$ cat config.mk
export PLATFORM = sky130hd
export DESIGN_NAME = rob_commit_flat
export DESIGN_NICKNAME = d
export VERILOG_FILES = /design/src/rtl/rob_commit_if.sv /design/src/rtl/rob_commit.sv /design/src/flat_wrapper.sv
export SDC_FILE = /design/constraint.sdc
export NUM_CORES = 2
export LEC_CHECK = 0
export ABC_AREA = 1
export CORE_AREA = 2 2 390 392
export CTS_CLUSTER_DIAMETER = 200
export CTS_CLUSTER_SIZE = 25
export DETAILED_ROUTE_END_ITERATION = 10
export DIE_AREA = 0 0 392 394
export DONT_BUFFER_PORTS = 1
export GPL_TIMING_DRIVEN = 0
export PLACE_DENSITY = 0.61
export SYNTH_ARGS = -nofsm -noshare
export SYNTH_HDL_FRONTEND = slang
export SYNTH_SLANG_ARGS = --single-unit
$ cat constraint.sdc
create_clock -name clk -period 3.4 [get_ports clk]
set_input_delay 0.17 -clock clk [delete_from_list [all_inputs] [get_ports clk]]
set_output_delay 0.17 -clock clk [all_outputs]
set_load 0.005 [all_outputs]
$ cat src/rtl/rob_commit_if.sv
// Dispatch / CDB / retire bundle of the reorder buffer.
// Forwarding query signals exist only when ROB_FWD_EN is defined.
interface rob_commit_if #(
    parameter int unsigned TAG_W = 5
) ();
    logic             rdy;
    logic             alloc_valid;
    logic             alloc_rd_hv;
    logic [4:0]       alloc_rd;
    logic             alloc_is_br;
    logic             alloc_pred_taken;
    logic             alloc_ready;
    logic [TAG_W-1:0] alloc_tag;
    logic             wb_valid;
    logic [TAG_W-1:0] wb_tag;
    logic [31:0]      wb_value;
    logic             wb_br_taken;
    logic [31:0]      wb_br_target;
    logic             commit_valid;
    logic [4:0]       commit_rd;
    logic [31:0]      commit_res;
    logic [TAG_W-1:0] commit_tag;
    logic             flush;
    logic [31:0]      flush_pc;
`ifdef ROB_FWD_EN
    logic [TAG_W-1:0] q1_tag;
    logic [TAG_W-1:0] q2_tag;
    logic             q1_ready;
    logic             q2_ready;
    logic [31:0]      q1_value;
    logic [31:0]      q2_value;
`endif

    modport master (
        output rdy, alloc_valid, alloc_rd_hv, alloc_rd, alloc_is_br, alloc_pred_taken,
        output wb_valid, wb_tag, wb_value, wb_br_taken, wb_br_target,
        input  alloc_ready, alloc_tag, commit_valid, commit_rd, commit_res, commit_tag,
        input  flush, flush_pc
`ifdef ROB_FWD_EN
        , output q1_tag, q2_tag
        , input  q1_ready, q2_ready, q1_value, q2_value
`endif
    );

    modport slave (
        input  rdy, alloc_valid, alloc_rd_hv, alloc_rd, alloc_is_br, alloc_pred_taken,
        input  wb_valid, wb_tag, wb_value, wb_br_taken, wb_br_target,
        output alloc_ready, alloc_tag, commit_valid, commit_rd, commit_res, commit_tag,
        output flush, flush_pc
`ifdef ROB_FWD_EN
        , input  q1_tag, q2_tag
        , output q1_ready, q2_ready, q1_value, q2_value
`endif
    );
endinterface

$ cat src/rtl/rob_commit.sv
// Reorder buffer: allocates rename tags, collects CDB results, retires in order, raises mispredict flush.
// Optional ROB_FWD_EN adds two operand-forwarding query ports.
module rob_commit #(
    parameter int unsigned DEPTH = 16,
    parameter int unsigned IDX_W = 4,
    parameter int unsigned TAG_W = 5
) (
    input  logic          clk,
    input  logic          rst,
    rob_commit_if.slave   rob
);
    localparam int unsigned CNT_W = IDX_W + 1;

    typedef struct packed {
        logic        busy;
        logic        done;
        logic [4:0]  rd;
        logic [31:0] value;
        logic        is_br;
        logic        pred;
        logic        taken;
        logic [31:0] target;
    } entry_t;

    entry_t           ent_q [DEPTH];
    entry_t           ent_d [DEPTH];
    logic [IDX_W-1:0] head_q, head_d;
    logic [IDX_W-1:0] tail_q, tail_d;
    logic [CNT_W-1:0] count_q, count_d;
    logic             flush_pend_q, flush_pend_d;
    logic [31:0]      flush_pc_q, flush_pc_d;

    entry_t           hd;
    logic             do_alloc;
    logic             do_commit;
    logic             wb_hit;
    logic             mispredict;
    logic [IDX_W-1:0] wb_idx;

    assign hd         = ent_q[head_q];
    assign wb_idx     = IDX_W'(rob.wb_tag - TAG_W'(1));
    assign wb_hit     = rob.wb_valid && (rob.wb_tag != '0) &&
                        (rob.wb_tag <= TAG_W'(DEPTH)) && ent_q[wb_idx].busy;
    assign mispredict = hd.is_br && (hd.taken != hd.pred);

    // Combinational handshake and retire view of the head entry
    assign rob.alloc_ready  = rob.rdy && (count_q != CNT_W'(DEPTH)) && !flush_pend_q;
    assign rob.alloc_tag    = TAG_W'(tail_q) + TAG_W'(1);
    assign rob.commit_valid = rob.rdy && (count_q != '0) && hd.busy && hd.done && !flush_pend_q;
    assign rob.commit_rd    = hd.rd;
    assign rob.commit_res   = hd.value;
    assign rob.commit_tag   = TAG_W'(head_q) + TAG_W'(1);
    assign rob.flush        = flush_pend_q;
    assign rob.flush_pc     = flush_pc_q;

    assign do_alloc  = rob.alloc_valid && rob.alloc_ready;
    assign do_commit = rob.commit_valid;

    always_comb begin
        ent_d        = ent_q;
        head_d       = head_q;
        tail_d       = tail_q;
        count_d      = count_q;
        flush_pend_d = flush_pend_q;
        flush_pc_d   = flush_pc_q;
        if (flush_pend_q) begin
            // Flush cycle: drop everything, including any writeback arriving now
            for (int unsigned i = 0; i < DEPTH; i++) begin
                ent_d[i].busy = 1'b0;
                ent_d[i].done = 1'b0;
            end
            head_d       = '0;
            tail_d       = '0;
            count_d      = '0;
            flush_pend_d = 1'b0;
        end else begin
            if (wb_hit) begin
                ent_d[wb_idx].done   = 1'b1;
                ent_d[wb_idx].value  = rob.wb_value;
                ent_d[wb_idx].taken  = rob.wb_br_taken;
                ent_d[wb_idx].target = rob.wb_br_target;
            end
            if (do_alloc) begin
                ent_d[tail_q].busy  = 1'b1;
                ent_d[tail_q].done  = 1'b0;
                ent_d[tail_q].rd    = rob.alloc_rd_hv ? rob.alloc_rd : 5'd0;
                ent_d[tail_q].is_br = rob.alloc_is_br;
                ent_d[tail_q].pred  = rob.alloc_pred_taken;
                tail_d              = tail_q + IDX_W'(1);
            end
            if (do_commit) begin
                ent_d[head_q].busy = 1'b0;
                head_d             = head_q + IDX_W'(1);
                if (mispredict) begin
                    flush_pend_d = 1'b1;
                    flush_pc_d   = hd.target;
                end
            end
            case ({do_alloc, do_commit})
                2'b10:   count_d = count_q + CNT_W'(1);
                2'b01:   count_d = count_q - CNT_W'(1);
                default: count_d = count_q;
            endcase
        end
    end

    // rdy low freezes every register, including a pending flush
    always_ff @(posedge clk) begin
        if (rst) begin
            for (int unsigned i = 0; i < DEPTH; i++) begin
                ent_q[i] <= '0;
            end
            head_q       <= '0;
            tail_q       <= '0;
            count_q      <= '0;
            flush_pend_q <= 1'b0;
            flush_pc_q   <= '0;
        end else if (rob.rdy) begin
            ent_q        <= ent_d;
            head_q       <= head_d;
            tail_q       <= tail_d;
            count_q      <= count_d;
            flush_pend_q <= flush_pend_d;
            flush_pc_q   <= flush_pc_d;
        end
    end

`ifdef ROB_FWD_EN
    logic [IDX_W-1:0] q1_idx, q2_idx;
    logic             q1_hit, q2_hit, q1_byp, q2_byp;

    assign q1_idx = IDX_W'(rob.q1_tag - TAG_W'(1));
    assign q2_idx = IDX_W'(rob.q2_tag - TAG_W'(1));
    assign q1_hit = (rob.q1_tag != '0) && (rob.q1_tag <= TAG_W'(DEPTH)) &&
                    ent_q[q1_idx].busy && ent_q[q1_idx].done;
    assign q2_hit = (rob.q2_tag != '0) && (rob.q2_tag <= TAG_W'(DEPTH)) &&
                    ent_q[q2_idx].busy && ent_q[q2_idx].done;
    assign q1_byp = rob.wb_valid && (rob.q1_tag != '0) && (rob.wb_tag == rob.q1_tag);
    assign q2_byp = rob.wb_valid && (rob.q2_tag != '0) && (rob.wb_tag == rob.q2_tag);

    // Stored result takes precedence; otherwise bypass the CDB value of this cycle
    assign rob.q1_ready = q1_hit || q1_byp;
    assign rob.q2_ready = q2_hit || q2_byp;
    assign rob.q1_value = q1_hit ? ent_q[q1_idx].value : (q1_byp ? rob.wb_value : 32'd0);
    assign rob.q2_value = q2_hit ? ent_q[q2_idx].value : (q2_byp ? rob.wb_value : 32'd0);
`else
    // Without forwarding, dispatch waits on the CDB only.
`endif

endmodule

$ cat src/flat_wrapper.sv
// flat-port wrapper written by rule: the top's interface ports become plain ports
module rob_commit_flat 
#(
    parameter int unsigned DEPTH = 16,
    parameter int unsigned IDX_W = 4,
    parameter int unsigned TAG_W = 5
)
  (clk, rst, rob_rdy, rob_alloc_valid, rob_alloc_rd_hv, rob_alloc_rd, rob_alloc_is_br, rob_alloc_pred_taken, rob_wb_valid, rob_wb_tag, rob_wb_value, rob_wb_br_taken, rob_wb_br_target, rob_alloc_ready, rob_alloc_tag, rob_commit_valid, rob_commit_rd, rob_commit_res, rob_commit_tag, rob_flush, rob_flush_pc);
  rob_commit_if #(.TAG_W(TAG_W)) rob_i ();
  input  logic clk;
  input  logic rst;
  input wire logic [$bits(rob_i.rdy)-1:0] rob_rdy;
  input wire logic [$bits(rob_i.alloc_valid)-1:0] rob_alloc_valid;
  input wire logic [$bits(rob_i.alloc_rd_hv)-1:0] rob_alloc_rd_hv;
  input wire logic [$bits(rob_i.alloc_rd)-1:0] rob_alloc_rd;
  input wire logic [$bits(rob_i.alloc_is_br)-1:0] rob_alloc_is_br;
  input wire logic [$bits(rob_i.alloc_pred_taken)-1:0] rob_alloc_pred_taken;
  input wire logic [$bits(rob_i.wb_valid)-1:0] rob_wb_valid;
  input wire logic [$bits(rob_i.wb_tag)-1:0] rob_wb_tag;
  input wire logic [$bits(rob_i.wb_value)-1:0] rob_wb_value;
  input wire logic [$bits(rob_i.wb_br_taken)-1:0] rob_wb_br_taken;
  input wire logic [$bits(rob_i.wb_br_target)-1:0] rob_wb_br_target;
  output wire logic [$bits(rob_i.alloc_ready)-1:0] rob_alloc_ready;
  output wire logic [$bits(rob_i.alloc_tag)-1:0] rob_alloc_tag;
  output wire logic [$bits(rob_i.commit_valid)-1:0] rob_commit_valid;
  output wire logic [$bits(rob_i.commit_rd)-1:0] rob_commit_rd;
  output wire logic [$bits(rob_i.commit_res)-1:0] rob_commit_res;
  output wire logic [$bits(rob_i.commit_tag)-1:0] rob_commit_tag;
  output wire logic [$bits(rob_i.flush)-1:0] rob_flush;
  output wire logic [$bits(rob_i.flush_pc)-1:0] rob_flush_pc;
  assign rob_i.rdy = rob_rdy;
  assign rob_i.alloc_valid = rob_alloc_valid;
  assign rob_i.alloc_rd_hv = rob_alloc_rd_hv;
  assign rob_i.alloc_rd = rob_alloc_rd;
  assign rob_i.alloc_is_br = rob_alloc_is_br;
  assign rob_i.alloc_pred_taken = rob_alloc_pred_taken;
  assign rob_i.wb_valid = rob_wb_valid;
  assign rob_i.wb_tag = rob_wb_tag;
  assign rob_i.wb_value = rob_wb_value;
  assign rob_i.wb_br_taken = rob_wb_br_taken;
  assign rob_i.wb_br_target = rob_wb_br_target;
  assign rob_alloc_ready = rob_i.alloc_ready;
  assign rob_alloc_tag = rob_i.alloc_tag;
  assign rob_commit_valid = rob_i.commit_valid;
  assign rob_commit_rd = rob_i.commit_rd;
  assign rob_commit_res = rob_i.commit_res;
  assign rob_commit_tag = rob_i.commit_tag;
  assign rob_flush = rob_i.flush;
  assign rob_flush_pc = rob_i.flush_pc;
  rob_commit #(.DEPTH(DEPTH), .IDX_W(IDX_W), .TAG_W(TAG_W)) u_core (.clk(clk), .rst(rst), .rob(rob_i));
endmodule
# Yosys cells after proc, flatten, opt, wreduce, memory -nomap -nowiden
# Cells that the tools add are included.
[classes]
magnitude_cmp = 7
n_reduce_logical = 25
n_eq_ne = 4
n_mux = 67
n_bitwise = 4
add_sub_neg = 7
[ops]
columns = ["operator", "n"]
rows = [
  ["$bwmux W1184", 10],
  ["$mux W1184", 5],
  ["$demux W74 S4", 10],
  ["$bmux W74 S4", 2],
  ["$mux W74", 6],
  ["$mux W73", 2],
  ["$mux W72", 1],
  ["$mux W67", 1],
  ["$mux W35", 1],
  ["$mux W34", 1],
  ["$mux W33", 1],
  ["$mux W2", 16],
  ["$mux W32", 1],
  ["$mux W4", 4],
  ["$ge A5 B5 Y1 const B", 3],
  ["$lt A5 B1 Y1 const B", 3],
  ["$not A4 Y5", 3],
  ["$logic_and A1 B1 Y1", 14],
  ["$add A4 B1 Y5 const B", 2],
  ["$mux W5", 2],
  ["$pmux W5 S2", 1],
  ["$reduce_bool A5 Y1", 2],
  ["$add A4 B1 Y4 const B", 2],
  ["$reduce_and A2 Y1", 4],
  ["14 further kinds", 17],
]
[totals]
elab_cells = 247
inputBits = 83
reg_bits = 1230
output_inout_bits = 82

# Logic depth before layout (Yosys ltp)
[logic_depth]
depth_word = 22
mapped_depth = 23
ltp_nobuf = 21

# Worst setup path after synthesis
# No wires, ideal clock.
[synth_path]
kind = "register to register"
start = "reg u_core.head_q[0]"
end = "reg u_core.count_q[4]"
slack_ps = 366
setup_time_ps = 129
synth_period_minus_slack_ps = 3034
n_path_buf = 3
arrival_ps = 2905
required_time_ps = 3271
stages_incl_launch_ff = 23
path_cell_list = "dfxtp_1 > buf_4 > buf_4 > o21ai_0 > o21ai_0 > nand2_1 > nand2_1 > inv_1 > nand2_1 > nand2_1 > nor2_4 > buf_4 > ha_1 > xor2_1 > ha_1 > inv_1 > nand2_1 > nand2_1 > nand2_1 > a21oi_1 > or2_2 > nand3_1 > a21oi_1"
[synth_via]
elab_chain_len = 10
word_cells_on_any_way = 13
classes_between = "eq/ne: 2; mux: 5; bitwise: 1; reduce/logical: 5"
[synth_rtl]
columns = ["item", "line", "rtl"]
rows = [
  ["from (decl)", "rob_commit.sv:27", "logic [IDX_W-1:0] head_q, head_d;"],
  ["from (signal assigned)", "rob_commit.sv:113", "head_q <= '0;"],
  ["from (signal assigned)", "rob_commit.sv:120", "head_q <= head_d;"],
  ["$not A4 Y5 (implied by the code) (*)", "rob_commit.sv:40", "assign hd = ent_q[head_q];"],
  ["$bmux W74 S4 (*)", "rob_commit.sv:40", ""],
  ["$mux W74 (implied by the code) (*) (2 in series)", "rob_commit.sv:40", ""],
  ["$logic_and A1 B1 Y1", "rob_commit.sv:49", "assign rob.commit_valid = rob.rdy && (count_q != '0) && hd.busy && hd.done && !flush_pend_q;"],
  ["$logic_and A1 B1 Y1 (*) (2 in series)", "rob_commit.sv:49", ""],
  ["via rob_commit_valid", "flat_wrapper.sv:25", "output wire logic [$bits(rob_i.commit_valid)-1:0] rob_commit_valid;"],
  ["$eq A2 B1 Y1 or $eq A2 B2 Y1 (tied branches)", "rob_commit.sv:99", "case ({do_alloc, do_commit})"],
  ["$pmux W5 S2 or $reduce_bool A3 Y1 (tied branches)", "n/a", ""],
  ["$mux W5 or $reduce_and A2 Y1 (tied branches)", "n/a", ""],
  ["to (signal assigned)", "rob_commit.sv:122", "count_q <= count_d;"],
  ["to (decl)", "rob_commit.sv:29", "logic [CNT_W-1:0] count_q, count_d;"],
]
# The timed path passes the listed nets; every way through them passes the cells marked *. The select of a mux whose other input is x is not followed.
# A chain may end at the register's enable or synchronous reset.

# Final worst setup path
[layout_path]
start = "reg u_core.head_q[1]"
end = "reg u_core.flush_pc_q[10] (netlist: u_core.rob.flush_pc[10])"
[layout_via]
elab_chain_len = 8
word_cells_on_any_way = 10
classes_between = "eq/ne: 1; mux: 3; bitwise: 1; reduce/logical: 5"
[layout_rtl]
columns = ["item", "line", "rtl"]
rows = [
  ["$not A4 Y5 (implied by the code) (*)", "rob_commit.sv:40", ""],
  ["$bmux W74 S4 (*)", "rob_commit.sv:40", ""],
  ["$mux W74 (implied by the code) (*) (2 in series)", "rob_commit.sv:40", ""],
  ["$logic_and A1 B1 Y1 (3 in series)", "rob_commit.sv:49", ""],
  ["$reduce_and A4 Y1 (no source line)", "n/a", ""],
  ["to (signal assigned)", "rob_commit.sv:124", "flush_pc_q <= flush_pc_d;"],
  ["to (decl)", "rob_commit.sv:31", "logic [31:0] flush_pc_q, flush_pc_d;"],
]
# Every way passes the cells marked *; elsewhere a longest branch is shown, timed or not. The select of a mux whose other input is x is not followed.

==> flow_summary.ini <==
[logic_synthesis]
synthCells = 9186
ys_seq_area_share_pct = 41.2
ys.flop_type = dfxtp_1
yosysTopAreaCell = dfxtp_1
postSynth.asyncResetShare_pct = 0
synth_edf_count = 0
ys_types = 33
syn_nets = 9286
yosysWarningCount = 0
synth_top_cells_by_area = dfxtp_1 41%, nor2_1 17%, nand2_1 11%
synth_top_area_share_pct = 41.2
syn-cell-area_mm2 = 0.0598
avgSynthCellArea_um2 = 6.51
ys_seq_elements = 1230

[final_layout]
seq_area_mm2 = 0.0246
nFillCells = 16426
final_nets = 9426
multi_input_area_mm2 = 0.0306
area_growth_pct = 10.5
final_core_util_pct = 43.8
drive_above_1_share_pct = 6.85

[placement]
hpwl_mm = 231
gp_congestion = 1.07
dpl_worst_slack_ns = -1.63
port_buffers = 0

[clock_network]
clockBufferDepth = 3
clkLatencyLatePin_ns = 0.77
path_clk_slew_ns = 0.12
htreeDepth = 2
numCtsBuffers = 55
cts_sinks = 1230
cts_tree = yes
cts_root_buf = clkbuf_16

[route]
drc = 0
dr.pass1.iters = 7
drt_iter0_markers = 10630
wirelength_mm = 309
postRouteAntennaNets = 0
post_drt_wl_per_cell_um = 27.2
vias = 68373
viasPerCell = 6.01

[worst_setup_path]
endpoint_kind = register
crit_path_start = u_core.head_q[1]$_SDFFE_PP0P_
ff2ff_path_depth = 12
r2r_slack_ns = -0.12
cp_max_fo = 10
worstPathArrival_ns = 4.19
path_class = register to register
slowest_stage = clkdlybuf4s15_1
critPathMaxStageDelay_ns = 1.01
worstReg2RegStart = u_core.head_q[1]$_SDFFE_PP0P_
reg2reg_to = u_core.rob.flush_pc[10]$_SDFFE_PP0P_
crit_chain = buf_6, buf_8, buf_12, clkdlybuf4s15_1, nor2_1, o21ai_0, o21ai_0, nand2_1, nor3b_1, nand3_1, nand2_1, nor2_1
crit_required_ns = 4.07
cp-start-kind = register
worstSetupEndpoint = u_core.rob.flush_pc[10]$_SDFFE_PP0P_

[hold_path]
holdCritStartpoint = rob_wb_tag[4]
min-delay-path-class = primary input to register

[timing]
slew_headroom_pct = -3.43
tightest_slew_ns = 1.55
finClkSkew_ns = 0.0387
holdWs_ns = 0.0525
slew_viol_final = 33
setup_viol = 45
fin_crit_ns = 3.52
setup_ws_ns = -0.124
rsz0062_at_grt = true
hold_violations = 0
max_freq_ghz = 0.284
finalCritPeriodShare_pct = 104

[pwr]
power_mw = 25.5
leakage_nw = 26.2
ir_worst_vdd_v = 0.000455
powerDensity_mw_per_mm2 = 386

[floorplanning]
fp.coreArea_mm2 = 0.151
die_w_um = 392
ios = 165
die-area_mm2 = 0.154
dieHeight_um = 394
core.rowCount = 143
initial_utilization_pct = 39.7

[grt]
grt_first_pass_wirelength_mm = 433
grt-ovfl-total = 0
grt_pass1_vias = 60509
grt_max_degree = 26
antenna_found_initial = 17
grt_usage_pct = 38.4

[flow_run]
max_cap_violations = 3

[status]
outcome = finished, violations left
violations = max-capacitance violations, max-slew violations, negative setup slack
-- cell usage after synthesis (7+ instances only) --
library cell and count:
a21oi_1 269, buf_1 199, buf_2 260, buf_4 80, clkbuf_1 382, dfxtp_1 1230
ha_1 17, inv_1 220, inv_2 16, nand2_1 1729, nand3_1 106, nand4_1 897
nor2_1 2779, nor3_2 11, o211ai_1 8, o21ai_0 696, o22ai_1 246, xor2_1 7
-- how the worst min path moves through the flow --
stage | endpoint | slack (ns) | cells after the start
5_1_grt | u_core.ent_q[368]$_SDFFE_PP0P_ | 0.10 | 6
6_report | u_core.ent_q[72]$_SDFFE_PP0P_ | 0.05 | 6
3_5_place_dp | register | 0.37 | 2
2_1_floorplan | register | 0.36 | 2
3_3_place_gp | register | 0.37 | 2
4_1_cts | u_core.ent_q[72]$_SDFFE_PP0P_ | 0.02 | 6
-- what timing repair did --
action,4_1_cts,5_1_grt
resized for setup,397,81
hold buffers,78,0
endpoints found under the hold margin,473,0
buffers inserted,2,6
pin swaps,24,15
endpoints found under the setup margin,136,207
gates cloned,0,0
-- stage by stage --
stage                     setup TNS, ns  cell area [µm²]  cells
after global placement          -143.32            62300  11216
after global routing            -0.0522            66000  11362
final                             -1.81            66100  11375
after floorplan                       0            59800   9186
after CTS                       -0.0210            65800  11352
after detailed placement        -168.52            62300  11216
-- power breakdown --
part / internal, mW / switching (mW)
Sequential: 14.5 / 0.0472
Clock: 3.03 / 5.29
Combinational: 0.539 / 2.09
Total: 18.1 / 7.43
-- layout make-up --
class	count	share of cell area, %
clock inverters	2	0.0606
diodes	17	0.0644
repair buffers	86	1.29
clock buffers	57	2.16
multi-input cells	6794	46.3
plain buffers	919	7.61
inverters	240	1.38
well taps	2030	3.85
flip-flops and latches	1230	37.3
-- placed cells by master (no fill, tap or decap), drive strengths merged, types with 3 or more instances in the layout --
cell type	instances
nor2	2783
nand2	1729
dfxtp	1230
nand4	897
o21ai	696
buf	559
clkbuf	424
a21oi	269
o22ai	246
inv	238
nand3	109
dlygate4sd3	78
diode	17
ha	17
nor3	14
xor2	9
o211ai	8
nor3b	6
a2111o	5
clkinv	3
-- cell families (layout without fill, tap and decap cells) --
family | after synthesis | after routing | share of synthesized area (%)
buf+inv | 1162 | 1304 | 8.36
xor+xnor | 11 | 11 | 0.199
simple gates | 5540 | 5540 | 39.0
compound gates | 1226 | 1226 | 10.9
flops | 1230 | 1230 | 41.2
other cells | 0 | 17 | 0
fa+ha+maj | 17 | 17 | 0.356
-- critical path: cells and delay by family (launching register included) --
family | cells | cell delay (ns)
buffers and inverters | 4 | 1.55
flip-flops | 1 | 0.41
AND/OR/NAND/NOR | 6 | 1.11
AO/OA/AOI/OAI | 2 | 0.34
-- routing by layer --
layer,wire length [µm],global-route usage (%)
met5,62,0
met2,125000,54.9
met3,37500,9.16
met4,27100,28.1
met1,119000,50.0
(Power assumes the default switching activity.)
